## config.mk

```make
export PLATFORM = sky130hd
export DESIGN_NAME = wave_generator_mc
export DESIGN_NICKNAME = d
export VERILOG_FILES = /design/src/rtl/wave_generator_mc.sv
export SDC_FILE = /design/constraint.sdc
export NUM_CORES = 1
export LEC_CHECK = 0
export CAP_MARGIN = 10
export CORE_MARGIN = 2
export CORE_UTILIZATION = 46
export DETAILED_ROUTE_END_ITERATION = 12
export HOLD_SLACK_MARGIN = 0.08
export PLACE_DENSITY = 0.66
export SLEW_MARGIN = 20
export SYNTH_ARGS = -nofsm -noshare
export SYNTH_HDL_FRONTEND = slang
export SYNTH_SLANG_ARGS = --single-unit
```

## constraint.sdc

```tcl
create_clock -name i_clk -period 17.6 [get_ports i_clk]
set_clock_uncertainty 0.15 [all_clocks]
set_input_delay 3.52 -clock i_clk [delete_from_list [all_inputs] [get_ports i_clk]]
set_output_delay 3.52 -clock i_clk [all_outputs]
set_load 0.005 [all_outputs]
```

## src/rtl/wave_generator_mc.sv

```systemverilog
// wave_generator_mc: time-multiplexed multi-channel DDS wave generator.
//
// After each accepted sample tick the shadow configuration of every channel
// is committed to the active set. The channels are then evaluated one per
// clock (waveform, gain, accumulate), and the saturated sum is presented on
// o_wave_out together with a one-cycle o_valid pulse, NUM_CH+1 cycles after
// the tick.
//
// Ports:
//   i_clk, i_rst        system clock, synchronous active-high reset
//   i_sample_tick       one-cycle sample-rate strobe
//   i_cfg_we/ch/addr/data  shadow register write
//                       (0 step, 1 mode/duty, 2 gain, 3 phase load)
//   o_wave_out          signed mixed sample, held between frames
//   o_valid             one-cycle pulse when o_wave_out is updated
//   o_clip              pulses with o_valid when the sum saturated
//   o_busy              frame in progress
//   o_overrun           one-cycle pulse when a tick was dropped
//
// Optional feature: define WAVE_GEN_NOISE_EN to build the per-channel
// 16-bit Galois LFSRs used by mode 4 (noise). Without it mode 4 outputs 0.
module wave_generator_mc #(
  parameter int  NUM_CH  = 4,
  parameter int  PHASE_W = 24,
  parameter int  OUT_W   = 16,
  parameter int  GAIN_W  = 8,
  localparam int CH_W    = (NUM_CH > 1) ? $clog2(NUM_CH) : 1
) (
  input  logic                    i_clk,
  input  logic                    i_rst,
  input  logic                    i_sample_tick,
  input  logic                    i_cfg_we,
  input  logic [CH_W-1:0]         i_cfg_ch,
  input  logic [1:0]              i_cfg_addr,
  input  logic [31:0]             i_cfg_data,
  output logic signed [OUT_W-1:0] o_wave_out,
  output logic                    o_valid,
  output logic                    o_clip,
  output logic                    o_busy,
  output logic                    o_overrun
);

  localparam int ACC_W = OUT_W + GAIN_W + CH_W + 1;
  localparam int PRD_W = OUT_W + GAIN_W + 1;

  localparam logic signed [OUT_W-1:0] MAX_S = {1'b0, {(OUT_W-1){1'b1}}};
  localparam logic signed [OUT_W-1:0] MIN_S = {1'b1, {(OUT_W-1){1'b0}}};
  localparam logic [OUT_W-1:0]        MSB_M = {1'b1, {(OUT_W-1){1'b0}}};
  localparam logic signed [ACC_W-1:0] ACC_MAX = {{(ACC_W-OUT_W){1'b0}}, MAX_S};
  localparam logic signed [ACC_W-1:0] ACC_MIN = {{(ACC_W-OUT_W){1'b1}}, MIN_S};
  localparam logic [GAIN_W-1:0]       GAIN_UNITY = {1'b1, {(GAIN_W-1){1'b0}}};
  localparam logic [CH_W-1:0]         LAST_CH = CH_W'(NUM_CH - 1);

  typedef enum logic [1:0] {IDLE, RUN, DONE} state_t;

  function automatic logic signed [OUT_W-1:0] wave_sample(
    input logic [2:0]              mode,
    input logic [OUT_W-1:0]        p,
    input logic [7:0]              duty,
    input logic signed [OUT_W-1:0] noise
  );
    logic [OUT_W-1:0] t;
    t = p[OUT_W-1] ? ~(p << 1) : (p << 1);
    case (mode)
      3'd1:    wave_sample = p ^ MSB_M;
      3'd2:    wave_sample = (p[OUT_W-1 -: 8] < duty) ? MAX_S : -MAX_S;
      3'd3:    wave_sample = t ^ MSB_M;
      3'd4:    wave_sample = noise;
      3'd5:    wave_sample = MAX_S;
      default: wave_sample = '0;
    endcase
  endfunction

  function automatic logic signed [OUT_W-1:0] sat_out(input logic signed [ACC_W-1:0] a);
    if (a > ACC_MAX)      sat_out = MAX_S;
    else if (a < ACC_MIN) sat_out = MIN_S;
    else                  sat_out = a[OUT_W-1:0];
  endfunction

  function automatic logic is_clip(input logic signed [ACC_W-1:0] a);
    is_clip = (a > ACC_MAX) || (a < ACC_MIN);
  endfunction

  // Shadow (written any cycle) and active (committed at tick) configuration
  logic [PHASE_W-1:0] step_sh_q [NUM_CH];
  logic [2:0]         mode_sh_q [NUM_CH];
  logic [7:0]         duty_sh_q [NUM_CH];
  logic [GAIN_W-1:0]  gain_sh_q [NUM_CH];
  logic               pld_pend_q [NUM_CH];
  logic [PHASE_W-1:0] pld_val_q [NUM_CH];

  logic [PHASE_W-1:0] step_q  [NUM_CH];
  logic [2:0]         mode_q  [NUM_CH];
  logic [7:0]         duty_q  [NUM_CH];
  logic [GAIN_W-1:0]  gain_q  [NUM_CH];
  logic [PHASE_W-1:0] phase_q [NUM_CH];

  state_t                  state_q;
  logic [CH_W-1:0]         ch_q;
  logic signed [ACC_W-1:0] acc_q;

  logic [OUT_W-1:0]        p_cur;
  logic signed [OUT_W-1:0] noise_s;
  logic signed [OUT_W-1:0] s_cur;
  logic signed [PRD_W-1:0] s_ext;
  logic signed [PRD_W-1:0] g_ext;
  logic signed [PRD_W-1:0] prod;
  logic signed [PRD_W-1:0] prod_sh;
  logic signed [ACC_W-1:0] term;
  logic signed [ACC_W-1:0] acc_d;
  logic                    cfg_data_unused;

  assign cfg_data_unused = ^i_cfg_data;
  assign p_cur = phase_q[ch_q][PHASE_W-1 -: OUT_W];

`ifdef WAVE_GEN_NOISE_EN
  function automatic logic [15:0] lfsr_next(input logic [15:0] l);
    lfsr_next = l[0] ? ((l >> 1) ^ 16'hB400) : (l >> 1);
  endfunction

  logic [15:0] lfsr_q [NUM_CH];
  logic [15:0] lfsr_cur;
  assign lfsr_cur = lfsr_q[ch_q];

  if (OUT_W <= 16) begin : g_noise_narrow
    assign noise_s = lfsr_cur[OUT_W-1:0];
  end else begin : g_noise_wide
    assign noise_s = {{(OUT_W-16){1'b0}}, lfsr_cur};
  end

  // Every LFSR steps once per frame, after its value has been used
  always_ff @(posedge i_clk) begin
    if (i_rst) begin
      for (int c = 0; c < NUM_CH; c++) lfsr_q[c] <= 16'hACE1 ^ 16'(c);
    end else if (state_q == DONE) begin
      for (int c = 0; c < NUM_CH; c++) lfsr_q[c] <= lfsr_next(lfsr_q[c]);
    end
  end
`else
  assign noise_s = '0;
`endif

  // Per-channel datapath: sample from pre-advance phase, scale, accumulate
  always_comb begin
    s_cur   = wave_sample(mode_q[ch_q], p_cur, duty_q[ch_q], noise_s);
    s_ext   = {{(GAIN_W+1){s_cur[OUT_W-1]}}, s_cur};
    g_ext   = {{OUT_W{1'b0}}, 1'b0, gain_q[ch_q]};
    prod    = s_ext * g_ext;
    prod_sh = prod >>> (GAIN_W - 1);
    term    = {{(ACC_W-PRD_W){prod_sh[PRD_W-1]}}, prod_sh};
    acc_d   = acc_q + term;
  end

  always_ff @(posedge i_clk) begin
    if (i_rst) begin
      state_q    <= IDLE;
      ch_q       <= '0;
      acc_q      <= '0;
      o_wave_out <= '0;
      o_valid    <= 1'b0;
      o_clip     <= 1'b0;
      o_busy     <= 1'b0;
      o_overrun  <= 1'b0;
      for (int c = 0; c < NUM_CH; c++) begin
        step_sh_q[c]  <= '0;
        mode_sh_q[c]  <= 3'd0;
        duty_sh_q[c]  <= 8'd128;
        gain_sh_q[c]  <= GAIN_UNITY;
        pld_pend_q[c] <= 1'b0;
        pld_val_q[c]  <= '0;
        step_q[c]     <= '0;
        mode_q[c]     <= 3'd0;
        duty_q[c]     <= 8'd128;
        gain_q[c]     <= GAIN_UNITY;
        phase_q[c]    <= '0;
      end
    end else begin
      o_valid   <= 1'b0;
      o_clip    <= 1'b0;
      o_overrun <= i_sample_tick && (state_q != IDLE);
      case (state_q)
        IDLE: begin
          if (i_sample_tick) begin
            for (int c = 0; c < NUM_CH; c++) begin
              step_q[c]     <= step_sh_q[c];
              mode_q[c]     <= mode_sh_q[c];
              duty_q[c]     <= duty_sh_q[c];
              gain_q[c]     <= gain_sh_q[c];
              pld_pend_q[c] <= 1'b0;
              if (pld_pend_q[c]) phase_q[c] <= pld_val_q[c];
            end
            acc_q   <= '0;
            ch_q    <= '0;
            o_busy  <= 1'b1;
            state_q <= RUN;
          end
        end
        RUN: begin
          phase_q[ch_q] <= phase_q[ch_q] + step_q[ch_q];
          acc_q         <= acc_d;
          ch_q          <= ch_q + CH_W'(1);
          if (ch_q == LAST_CH) begin
            o_wave_out <= sat_out(acc_d);
            o_clip     <= is_clip(acc_d);
            o_valid    <= 1'b1;
            state_q    <= DONE;
          end
        end
        DONE: begin
          o_busy  <= 1'b0;
          state_q <= IDLE;
        end
        default: state_q <= IDLE;
      endcase
      // Writes come after the commit so a phase load armed in the tick
      // cycle stays pending for the next frame.
      for (int c = 0; c < NUM_CH; c++) begin
        if (i_cfg_we && (i_cfg_ch == CH_W'(c))) begin
          case (i_cfg_addr)
            2'd0: step_sh_q[c] <= i_cfg_data[PHASE_W-1:0];
            2'd1: begin
              mode_sh_q[c] <= i_cfg_data[2:0];
              duty_sh_q[c] <= i_cfg_data[15:8];
            end
            2'd2: gain_sh_q[c] <= i_cfg_data[GAIN_W-1:0];
            default: begin
              pld_pend_q[c] <= 1'b1;
              pld_val_q[c]  <= i_cfg_data[PHASE_W-1:0];
            end
          endcase
        end
      end
    end
  end

endmodule

```

* Word-level counts from Yosys, hierarchy flattened
Memories as Yosys holds them, arrays and structs flattened. A register that Yosys moved wholly into a read port is not among the register bits.
Index checks and enable logic that the tools add are counted.
** Storage, ports and cells
- Output and inout bits :: 20
- RAM bits :: 540
- Register bits after elaboration :: 51
- Bits of input ports :: 40
- Word-level logic and storage cells :: 270
- Memories :: 11
** Cells by class
- Eq/ne operators :: 14
- Magnitude comparators :: 3
- $add $sub $neg :: 3
- Bitwise logic cells :: 53
- Muxes and demuxes :: 157
- Multipliers :: 1
- Reductions and logical operators :: 20
** Memory list
- phase_q :: depth 4, bits a word 24, read ports 1, clocked after memory_dff 1, write ports 4, RTL line 96 : logic [PHASE_W-1:0] phase_q [NUM_CH];
- pld_val_q :: depth 4, bits a word 24, read ports 4, clocked after memory_dff 0, write ports 4, RTL line 90 : logic [PHASE_W-1:0] pld_val_q [NUM_CH];
- step_q :: depth 4, bits a word 24, read ports 1, clocked after memory_dff 1, write ports 4, RTL line 92 : logic [PHASE_W-1:0] step_q [NUM_CH];
- step_sh_q :: depth 4, bits a word 24, read ports 4, clocked after memory_dff 0, write ports 4, RTL line 85 : logic [PHASE_W-1:0] step_sh_q [NUM_CH];
- duty_q :: depth 4, bits a word 8, read ports 1, clocked after memory_dff 1, write ports 4, RTL line 94 : logic [7:0] duty_q [NUM_CH];
- duty_sh_q :: depth 4, bits a word 8, read ports 4, clocked after memory_dff 0, write ports 4, RTL line 87 : logic [7:0] duty_sh_q [NUM_CH];
- 5 more memories
** Operators by type and width (count)
- 24-bit two-way mux :: 17
- 8-bit two-way mux :: 16
- 1-bit two-way mux :: 92
- 16-bit two-way mux :: 4
- 16-bit one-hot mux with 4 select lines :: 1
- 27-bit one-hot mux with 2 select lines :: 1
- 1-bit OR :: 48
- 2-bit two-way mux :: 14
- 27-bit by 18-bit adder with 27-bit output :: 1
- 27-bit by 16-bit > comparator with 1-bit output, second input constant :: 1
- 27-bit by 16-bit < comparator with 1-bit output, second input constant :: 1
- 27-bit two-way mux :: 1
- 16-bit by 9-bit multiplier with 25-bit output :: 1
- 24-bit adder :: 1
- 3-bit two-way mux :: 8
- 24-bit OR reduction :: 1
- 16-bit NOT :: 1
- 2-bit == test, second input constant :: 5
- 8-bit < comparator :: 1
- 2-bit one-hot mux with 2 select lines :: 2
- 2-bit AND reduction :: 4
- 2-bit by 1-bit == test with 1-bit output, second input constant :: 3
- 3-bit by 2-bit == test with 1-bit output, second input constant :: 2
- 2-bit logical NOT :: 3
- other kinds (11) :: 22

* Logic depth before layout (Yosys ltp)
- Depth after elaboration :: 9
- Gate-level depth with buffers :: 51
- Mapped depth without buffers :: 45

* Worst setup path before layout
Ideal clock, no wire load.
- Path type :: flip-flop to flip-flop
- From :: reg with a tool-made name
- To :: reg o_wave_out[2]
- Stages on the path, launching flop included :: 48
- Path slack :: 5.998 ns
- Arrival time :: 11.335 ns
- Buffers on the path :: 7
- Cell sequence :: dfxtp_1 buf_2 buf_1 clkbuf_1 buf_1 clkbuf_1 mux4_2 inv_1 ha_1 nand4_1 o211ai_1 nor4_4 a21o_1 clkbuf_1 a221oi_1 nor2_1 fa_1 inv_1 [12 not listed] a21oi_2 o21a_1 a311o_2 xnor2_1 ha_1 a21oi_1 o21ai_0 a21oi_1 nor2b_1 a2111oi_0 o21bai_1 xnor2_1 or4b_1 nor3_1 a31oi_4 nor2_1 buf_6 a21oi_1
** RTL lines
- to (signal assigned) :: RTL line 203 : o_wave_out <= sat_out(acc_d);
- to (decl) :: RTL line 36 : output logic signed [OUT_W-1:0] o_wave_out,

==> results.py <==
metrics = {
    "status": {
        "status": "completed",
    },
    "logic_synthesis": {
        "synth_area_um2": 31400,
        "synth_warnings": 0,
        "synth-compound-area-share": 0.0829,
        "ys_types": 73,
        "syn_inst": 2483,
        "synthAdderAreaFrac": 0.110,
        "synth.area.top_cells": "edfxtp_1 51%, and2_1 8.6%, fa_1 6.6%",
        "yosys.area.top_type": "edfxtp_1",
        "synthMuxAreaShare": 0.0505,
        "ys.flop_type": "edfxtp_1",
        "synth_top_cell_area_share": 0.514,
        "synth_edf_count": 537,
        "ys_ff_latch": 593,
        "postSynthAreaPerCell_um2": 12.6,
        "synthesis.nets": 2737,
        "synthXorXnorAreaFrac": 0.0215,
        "synth_top_family_by_area": "simple AND/OR/NAND/NOR gates",
        "synthSimpleGateAreaFrac": 0.149,
        "yosysSeqAreaShare": 0.550,
        "async_reset_ff_frac": 0,
    },
    "setup_path": {
        "cp-end-kind": "flop",
        "cp-start-kind": "flop",
        "crit_family": "compound AO/OA/AOI/OAI gates",
        "required_ns": 17.88,
        "critical_path_class": "flop to flop",
        "reg2reg_depth": 42,
        "max_stage_delay_ns": 0.87,
        "cp_num_buf_inv": 6,
        "crit_path_max_fanout": 32,
        "critical_path_depth": 42,
        "arrival_ns": 13.74,
        "slowest_stage": "nor2_1",
    },
    "sta": {
        "setup_tns_ns": 0,
        "setup_ws_ns": 4.14,
        "tightest_slew_ns": 1.15,
        "finalHoldViolations": 0,
        "setup_viol": 0,
        "max_freq_mhz": 74.3,
        "post-route-period-util": 0.765,
        "grt_setup_unrepaired": "false",
        "relSlewSlack": 0.227,
        "slew_violations": 0,
        "timing.final.crit_period_ns": 13.46,
    },
    "floorplanning": {
        "die_x_um": 265,
        "chipHeight_um": 265,
        "die_area_um2": 70300,
        "io_pins": 60,
        "coreArea_um2": 67400,
        "rows": 95,
        "initial_core_util": 0.466,
    },
    "route": {
        "drcViolationCount": 0,
        "vias": 19300,
        "wl_per_cell_um": 21.4,
        "wirelength_mm": 73.8,
        "first_pass_iters": 7,
        "drt_iter0_drc": 1509,
        "ant_nets": 0,
        "avgViaCountPerCell": 5.57,
    },
    "pwr": {
        "p_total_mw": 5.17,
        "p_leak_nw": 13.8,
        "p_per_area_nw_per_um2": 147,
        "ir_worst_vdd_mv": 0.0944,
    },
    "cells_and_area": {
        "final_nets": 2786,
        "final_util": 0.521,
        "final_common_cell": "edfxtp_1",
        "drive_gt1_frac": 0.0918,
        "final_cell_mix": "537 x edfxtp_1, 436 x and2_1, 178 x inv_1",
        "antenna_cells": 0,
        "area_delta_synth_final_pct": 12.0,
        "finalInstanceArea_um2": 35100,
    },
    "clock_tree": {
        "post-cts-setup-buffer-count": 0,
        "clkLatencyLatePin_ns": 0.63,
        "cts_made_buffers": 67,
        "clkTransAtPathRegs_ns": 0.06,
        "h-tree-depth": 3,
        "cts_resized": 0,
        "cts.sinks": 593,
        "root_buffer": "clkbuf_16",
        "ctsHoldBuffers": 0,
        "cts_tree": "yes",
        "clk_path_buf_depth": 3,
    },
    "worst_hold_path": {
        "hp-class": "flop to flop",
        "whs_path_depth": 2,
    },
    "place": {
        "place_area_um2": 33000,
        "gp_congestion": 0.875,
        "port_buffers": 51,
        "place_ws_ns": 3.78,
        "hpwl_mm": 48.8,
    },
    "run": {
        "max_cap_violations": 0,
    },
    "global_routing": {
        "overflow": 0,
        "antenna_found_initial": 3,
        "grtUsageTotal": 0.215,
        "grt_pass1_wl_mm": 115,
        "grt_pass1_vias": 20100,
        "grt_start_max_net_pins": 117,
    },
}
path summary, 6_finish.rpt:
| path | from | end | slack, ns |
|---|---|---|---|
| hold / removal | o_wave_out[0]$_SDFFE_PP0P_ | o_wave_out[0]$_SDFFE_PP0P_ | 0.30 |
| setup / recovery | flop | o_wave_out[11]$_SDFFE_PP0P_ | 4.14 |
| hold reg to reg | o_wave_out[0]$_SDFFE_PP0P_ | o_wave_out[0]$_SDFFE_PP0P_ | 0.30 |
| setup reg to reg | flop | o_wave_out[11]$_SDFFE_PP0P_ | 4.14 |
power by group:
group          switching [mW]  internal (mW)  leakage [nW]
clock                   0.572          0.792          1.04
sequential             0.0404           1.66          5.87
combinational            1.30          0.815          6.84
metrics by stage:
stage | instances | hold WS [ns]
after global routing | 3456 | 0.347
after floorplan | 2483 | 0.282
after CTS | 3456 | 0.309
final | 3456 | 0.304
after detailed placement | 3336 | 0.301
after global placement | 3336 | 0.288
cell usage after synthesis (all sizes together), types with 13 or more instances:
cell type  number
xor2           33
inv           180
nor2b          28
or3            13
a22o           97
dfxtp          56
edfxtp        537
a21oi          90
xnor2          43
clkbuf        101
nor2          160
a21o           17
fa            103
nand2b         52
mux4           62
o21a           15
ha            111
nand2          98
and2          437
o21ai          87
buf            17
sequential cells by signal, summed over array words and instances (netlist names), 12 cells and up, named ones only:
| register | count |
|---|---|
| phase_q | 96 |
| pld_val_q | 96 |
| step_q | 96 |
| step_sh_q | 96 |
| duty_q | 32 |
| duty_sh_q | 32 |
| gain_q | 32 |
| gain_sh_q | 32 |
| acc_q | 27 |
| o_wave_out | 16 |
| mode_q | 12 |
| mode_sh_q | 12 |
routing by layer:
| metal | global-route usage | vias up | part of all wire |
|---|---|---|---|
| met5 | 0 | - | 0 |
| met4 | 0.0704 | 0 | 0.022 |
| met3 | 0.0293 | 124 | 0.055 |
| met2 | 0.376 | 570 | 0.50 |
| met1 | 0.276 | 9698 | 0.42 |
| li1 | - | 8866 | - |
worst reg2reg max path, delay by kind of cell, from the launching register on:
kind	cells	cell delay, ns
multiplexers	1	0.61
flip-flops	1	0.74
adder cells (fa/ha/maj)	7	2.99
buffers and inverters	6	1.10
AND/OR/NAND/NOR	11	2.96
AO/OA/AOI/OAI	15	3.91
XOR/XNOR	2	0.81
cell type report:
cell class | count | area, um^2
clock buffers | 85 | 1770
clock inverters | 35 | 370
fillers | 5547 | 32300
inverters | 180 | 681
multi-input cells | 1592 | 13100
flip-flops and latches | 593 | 17300
well taps | 873 | 1090
repair buffers | 98 | 863
logic make-up after synthesis:
group           count (synthesis)
compound gates                377
xor+xnor                       76
fa+ha+maj                     214
buf+inv                       298
flops                         593
mux                            79
simple gates                  846
No activity file was read; power rests on OpenSTA's default activity.
